File: config.mk
export PLATFORM = sky130hd
export DESIGN_NAME = uart_tx_buffer
export DESIGN_NICKNAME = d
export VERILOG_FILES = /design/src/rtl/uart_tx_buffer.sv
export SDC_FILE = /design/constraint.sdc
export NUM_CORES = 1
export LEC_CHECK = 0
export CAP_MARGIN = 20
export CORE_ASPECT_RATIO = 1.1
export CORE_MARGIN = 5
export CORE_UTILIZATION = 60
export CTS_BUF_LIST = sky130_fd_sc_hd__clkbuf_8
export CTS_CLUSTER_SIZE = 12
export DETAILED_ROUTE_END_ITERATION = 16
export PLACE_DENSITY = 0.8
export SYNTH_ARGS = -nofsm -noshare
export SYNTH_HDL_FRONTEND = slang
export SYNTH_SLANG_ARGS = --single-unit
File: constraint.sdc
create_clock -name clk -period 5.7 [get_ports clk]
set_clock_uncertainty 0.2 [all_clocks]
set_input_delay 1.14 -clock clk [delete_from_list [all_inputs] [get_ports clk]]
set_output_delay 1.14 -clock clk [all_outputs]
set_load 0.1 [all_outputs]
File: src/rtl/uart_tx_buffer.sv
// Byte FIFO plus drain controller feeding a uart transmitter.
// Bytes are pushed at bus rate. A small FSM pops one byte at a time, presents it on tx_data,
// pulses tx_start, and then waits for the uart to report busy and then idle.
// If the uart never acknowledges within ACK_TIMEOUT cycles, the byte is treated as sent.
module uart_tx_buffer #(
    parameter int unsigned DEPTH       = 16,
    parameter int unsigned ACK_TIMEOUT = 4
) (
    input  logic                     clk,
    input  logic                     reset,
    input  logic                     wr_en,
    input  logic [7:0]               wr_data,
    input  logic                     flush,
    input  logic                     ovf_clear,
    output logic                     full,
    output logic                     empty,
    output logic [$clog2(DEPTH):0]   level,
    output logic                     overflow,
    output logic [7:0]               tx_data,
    output logic                     tx_start,
    input  logic                     tx_busy,
    output logic                     drain_active
);

    localparam int unsigned AW = $clog2(DEPTH);
    // Pointers carry one extra wrap bit so that full and empty can be told apart.
    localparam int unsigned PW = AW + 1;
    localparam int unsigned CW = (ACK_TIMEOUT > 1) ? $clog2(ACK_TIMEOUT) : 1;

    typedef enum logic [1:0] {
        StIdle,
        StWaitBusy,
        StWaitDone
    } state_e;

    logic [7:0]    mem_q [DEPTH];
    logic [PW-1:0] wr_ptr_q, wr_ptr_d;
    logic [PW-1:0] rd_ptr_q, rd_ptr_d;
    logic          ovf_q, ovf_d;
    state_e        state_q, state_d;
    logic [CW-1:0] cnt_q, cnt_d;
    logic [7:0]    tx_data_q, tx_data_d;
    logic          tx_start_q, tx_start_d;
    logic [PW-1:0] occupancy;
    logic          push;
    logic          drop;
    logic          pop;

    // Occupancy flags decoded from the registered pointers.
    always_comb begin
        occupancy = wr_ptr_q - rd_ptr_q;
    end

    assign level        = occupancy;
    assign full         = (occupancy == PW'(DEPTH));
    assign empty        = (wr_ptr_q == rd_ptr_q);
    assign overflow     = ovf_q;
    assign tx_data      = tx_data_q;
    assign tx_start     = tx_start_q;
    assign drain_active = (state_q != StIdle);

    // Decide this cycle's push, dropped push and pop. A flush overrides both directions,
    // and a write during a flush is discarded without counting as an overflow.
    always_comb begin
        push = wr_en & ~full & ~flush;
        drop = wr_en & full & ~flush;
        pop  = (state_q == StIdle) & ~empty & ~tx_busy & ~flush;
    end

    // Pointer and sticky-overflow next state.
    always_comb begin
        wr_ptr_d = wr_ptr_q;
        rd_ptr_d = rd_ptr_q;
        ovf_d    = ovf_q;
        if (flush) begin
            wr_ptr_d = '0;
            rd_ptr_d = '0;
        end else begin
            wr_ptr_d = wr_ptr_q + PW'(push);
            rd_ptr_d = rd_ptr_q + PW'(pop);
        end
        // Set wins over clear.
        if (drop) begin
            ovf_d = 1'b1;
        end else if (ovf_clear) begin
            ovf_d = 1'b0;
        end
    end

    // Drain controller next state: launch, wait for the ack, then wait for the frame to end.
    always_comb begin
        state_d    = state_q;
        cnt_d      = cnt_q;
        tx_data_d  = tx_data_q;
        tx_start_d = 1'b0;
        unique case (state_q)
            StIdle: begin
                if (pop) begin
                    tx_data_d  = mem_q[rd_ptr_q[AW-1:0]];
                    tx_start_d = 1'b1;
                    cnt_d      = '0;
                    state_d    = StWaitBusy;
                end
            end
            StWaitBusy: begin
                if (tx_busy) begin
                    state_d = StWaitDone;
                end else if (cnt_q == CW'(ACK_TIMEOUT - 1)) begin
                    // No acknowledge from the uart: treat the byte as sent.
                    state_d = StIdle;
                end else begin
                    cnt_d = cnt_q + CW'(1);
                end
            end
            StWaitDone: begin
                if (!tx_busy) begin
                    state_d = StIdle;
                end
            end
            default: begin
                state_d = StIdle;
            end
        endcase
    end

    // FIFO pointers and overflow flag.
    always_ff @(posedge clk or negedge reset) begin
        if (!reset) begin
            wr_ptr_q <= '0;
            rd_ptr_q <= '0;
            ovf_q    <= 1'b0;
        end else begin
            wr_ptr_q <= wr_ptr_d;
            rd_ptr_q <= rd_ptr_d;
            ovf_q    <= ovf_d;
        end
    end

    // Drain FSM with its registered uart-facing outputs.
    always_ff @(posedge clk or negedge reset) begin
        if (!reset) begin
            state_q    <= StIdle;
            cnt_q      <= '0;
            tx_data_q  <= 8'h00;
            tx_start_q <= 1'b0;
        end else begin
            state_q    <= state_d;
            cnt_q      <= cnt_d;
            tx_data_q  <= tx_data_d;
            tx_start_q <= tx_start_d;
        end
    end

    // Storage array. It needs no reset because the pointers define which entries are valid.
    always_ff @(posedge clk) begin
        if (push) begin
            mem_q[wr_ptr_q[AW-1:0]] <= wr_data;
        end
    end

endmodule

==> impl_metrics.py <==
metrics = {
    "cts": {
        "clockRootBuffer": "clkbuf_8",
        "postCtsSetupRepairBufs": 0,
        "ctsResizeCount": 0,
        "hold_buffers": 0,
        "path_clk_slew_ns": 0.08,
        "clkLatencyLatePin_ns": 0.43,
        "cts_buffers": 17,
        "cts.sinks": 152,
        "clockBufferDepth": 2,
        "htree_levels": 4,
        "cts_tree": "done",
    },
    "yosys": {
        "synth_area_leaders": "edfxtp_1 62%, mux4_2 12%, dfrtp_1 9.7%, nor2_1 2.1%, ha_1 1.8%",
        "synth.top_cells.by_count": "128 x edfxtp_1, 34 x nor2_1, 32 x mux4_2, 30 x nand2_1, 24 x dfrtp_1",
        "ys.flop_type": "edfxtp_1",
        "syn_avg_cell_area_um2": 16.8,
        "seq_area_frac_synth_pct": 71.6,
        "async_flop_share_pct": 15.8,
        "yosysTopAreaCellShare_pct": 61.9,
        "synthCells": 370,
        "ys_ff_latch": 152,
        "ys_warn_count": 0,
        "synth.most_common_cell": "edfxtp_1",
        "syn_area_um2": 6210,
        "synth.distinct_cells": 33,
        "synth_nets": 394,
        "synth-edff-count": 128,
        "synth_top_area_cell": "edfxtp_1",
    },
    "critical_path": {
        "critPathRequiredTime_ns": 4.36,
        "crit_path_max_fanout": 28,
        "critPathLaunchType": "flop",
        "critPathKind": "reg2out",
        "cp_data_arrival_time_ns": 3.17,
        "crit_path_end_kind": "primary output",
    },
    "run": {
        "maxCapViolations": 0,
    },
    "final_layout": {
        "drive_gt1_share_pct": 21.9,
        "layout.nets": 445,
        "synthToLayoutAreaGrowth_pct": 14.3,
        "insertedDiodeCount": 0,
        "n_fill_cell": 660,
    },
    "sta": {
        "rsz0062_at_grt": "false",
        "fin_crit_sh_pct": 79.2,
        "period_needed_ns": 4.51,
        "hold_viol": 0,
        "drv_slew": 0,
        "setup-violations-final": 0,
        "tns_ns": 0,
        "timing.slew.headroom_pct": 35.1,
        "fmax_ghz": 0.222,
        "worst_pin_slew_ns": 0.970,
    },
    "route": {
        "num_vias": 3383,
        "routedWlPerCell_um": 21.8,
        "vias_per_cell": 6.07,
        "dr.pass1.iters": 5,
        "wl_mm": 12.1,
        "drt_first_iter_violations": 289,
        "route.detailed.drc": 0,
        "postRouteAntennaNets": 0,
    },
    "pwr": {
        "ir_worst_vdd_mv": 0.233,
        "p_switching_w": 0.000770,
        "power.total_w": 0.00252,
        "power_frac_comb_pct": 19.4,
        "p_seq_share_pct": 50.5,
        "p_int_w": 0.00175,
        "clockPowerShare_pct": 30.1,
        "power_density_nw_per_um2": 355,
        "p_sw_share_pct": 30.6,
        "p_leak_nw": 2.48,
    },
    "global_route": {
        "gr-total-overflow": 0,
        "grt_max_degree": 34,
        "grt_pass1_vias": 3487,
        "use_met2_pct": 36.3,
        "grt.busiest_layer": "met2",
        "grtUsageMet1_pct": 28.2,
        "antenna_found_initial": 0,
        "grt_pass1_wl_mm": 19.4,
        "grt_use_total_pct": 21.7,
        "use_met3_pct": 4.98,
    },
    "die": {
        "ios": 32,
        "num_rows": 39,
        "die_w_um": 107,
        "die_area_um2": 12500,
        "coreArea_um2": 10200,
        "start_util_pct": 60.6,
        "fp.dieH_um": 117,
    },
    "status": {
        "status": "complete, no violations",
    },
    "place": {
        "hpwl_mm": 7.80,
        "globalplace.congestion": 0.817,
        "place.port_buffers": 31,
    },
    "worst_hold_path": {
        "hp-class": "reg2reg",
    },
}
==> cell usage in the layout (no fill, tap or decap), types with 5 or more instances in the layout <==
master           instances
clkdlybuf4s50_1         26
nor2_1                  34
o21ai_0                 18
ha_1                     9
edfxtp_1               128
nand2_1                 30
inv_1                   10
dfrtp_1                 23
clkinv_1                 6
xnor2_1                  5
nand3_1                 18
nor4_1                   9
buf_4                   22
mux4_2                  32
xor2_1                   5
clkbuf_8                17
==> per-stage QoR <==
stage	area (um2)	std cells	hold slack, ns	utilization [%]	worst slack (ns)
after floorplan	6210	370	0.264	-	0.339
after global placement	6730	525	0.265	65.7	1.77
after detailed placement	6730	525	0.272	65.7	1.67
after CTS	7100	557	0.289	69.3	1.17
after global routing	7100	557	0.314	69.3	1.01
final	7100	557	0.287	69.3	1.19
==> critical path: stages (launching register included) <==
cell      delay [ns]
dfrtp_1         0.33
buf_4           0.36
clkinv_1        0.40
ha_1            0.48
a21oi_2         0.18
o21ai_2         0.08
xor2_2          0.17
nor4b_4         0.25
buf_4           0.28
buf_12          0.21
==> registers in the layout, indices dropped and copies added, names as in the netlist <==
register  flops
mem_q       128
rd_ptr_q      5
overflow      1
tx_start      1
cnt_q         2
state_q       2
wr_ptr_q      5
tx_data       8
==> power groups by stage <==
stage          clock network [W]  registers, W  logic, W
6_report                0.000759       0.00127  0.000489
3_5_place_dp                   0       0.00130  0.000493
2_1_floorplan                  0       0.00150  0.000158
3_3_place_gp                   0       0.00129  0.000487
4_1_cts                 0.000775       0.00127  0.000493
5_1_grt                 0.000827       0.00128  0.000513
==> cell families (layout without fill, tap and decap cells) <==
family                   Yosys count  in the layout  synth area share (%)
flip-flops                       152            152                  71.6
AND/OR/NAND/NOR                  113            113                  8.66
multiplexers                      32             32                  11.6
buffers and inverters             29             93                  2.32
AO/OA/AOI/OAI                     23             23                  2.05
XOR/XNOR                          11             11                  1.67
adder cells (fa/ha/maj)           10             10                  2.14
==> area by class of cell <==
type                       instances  area, um2  share of cell area (%)
sequential                       152       4450                    62.6
multi-input combinational        189       1640                    23.1
clock inverter                    15        135                    1.90
clock buffer                      17        234                    3.29
tap                              123        154                    2.17
timing repair buffer              49        445                    6.27
inverter                          12       45.0                   0.634
==> layer usage <==
| metal | wire [um] | part of all wire (%) |
|---|---|---|
| met5 | 0 | 0 |
| met3 | 808 | 6.7 |
| met1 | 4970 | 41 |
| met2 | 6150 | 51 |
| met4 | 199 | 1.6 |
==> path summary, 6_finish.rpt <==
check                                  from            to  slack (ns)  depth (start not counted)
min in group asynchronous             reset   wr_ptr_q[4]        0.86                          2
worst min register to register   tx_data[0]    tx_data[0]        0.29                          2
worst max register to register  rd_ptr_q[2]  mem_q[14][7]        1.94                          9
max in group asynchronous             reset   rd_ptr_q[0]        4.18                          2
worst max-delay path            rd_ptr_q[2]          full        1.19                          9
worst min-delay path             tx_data[0]    tx_data[0]        0.29                          2
No activity file was read; power rests on OpenSTA's default activity.
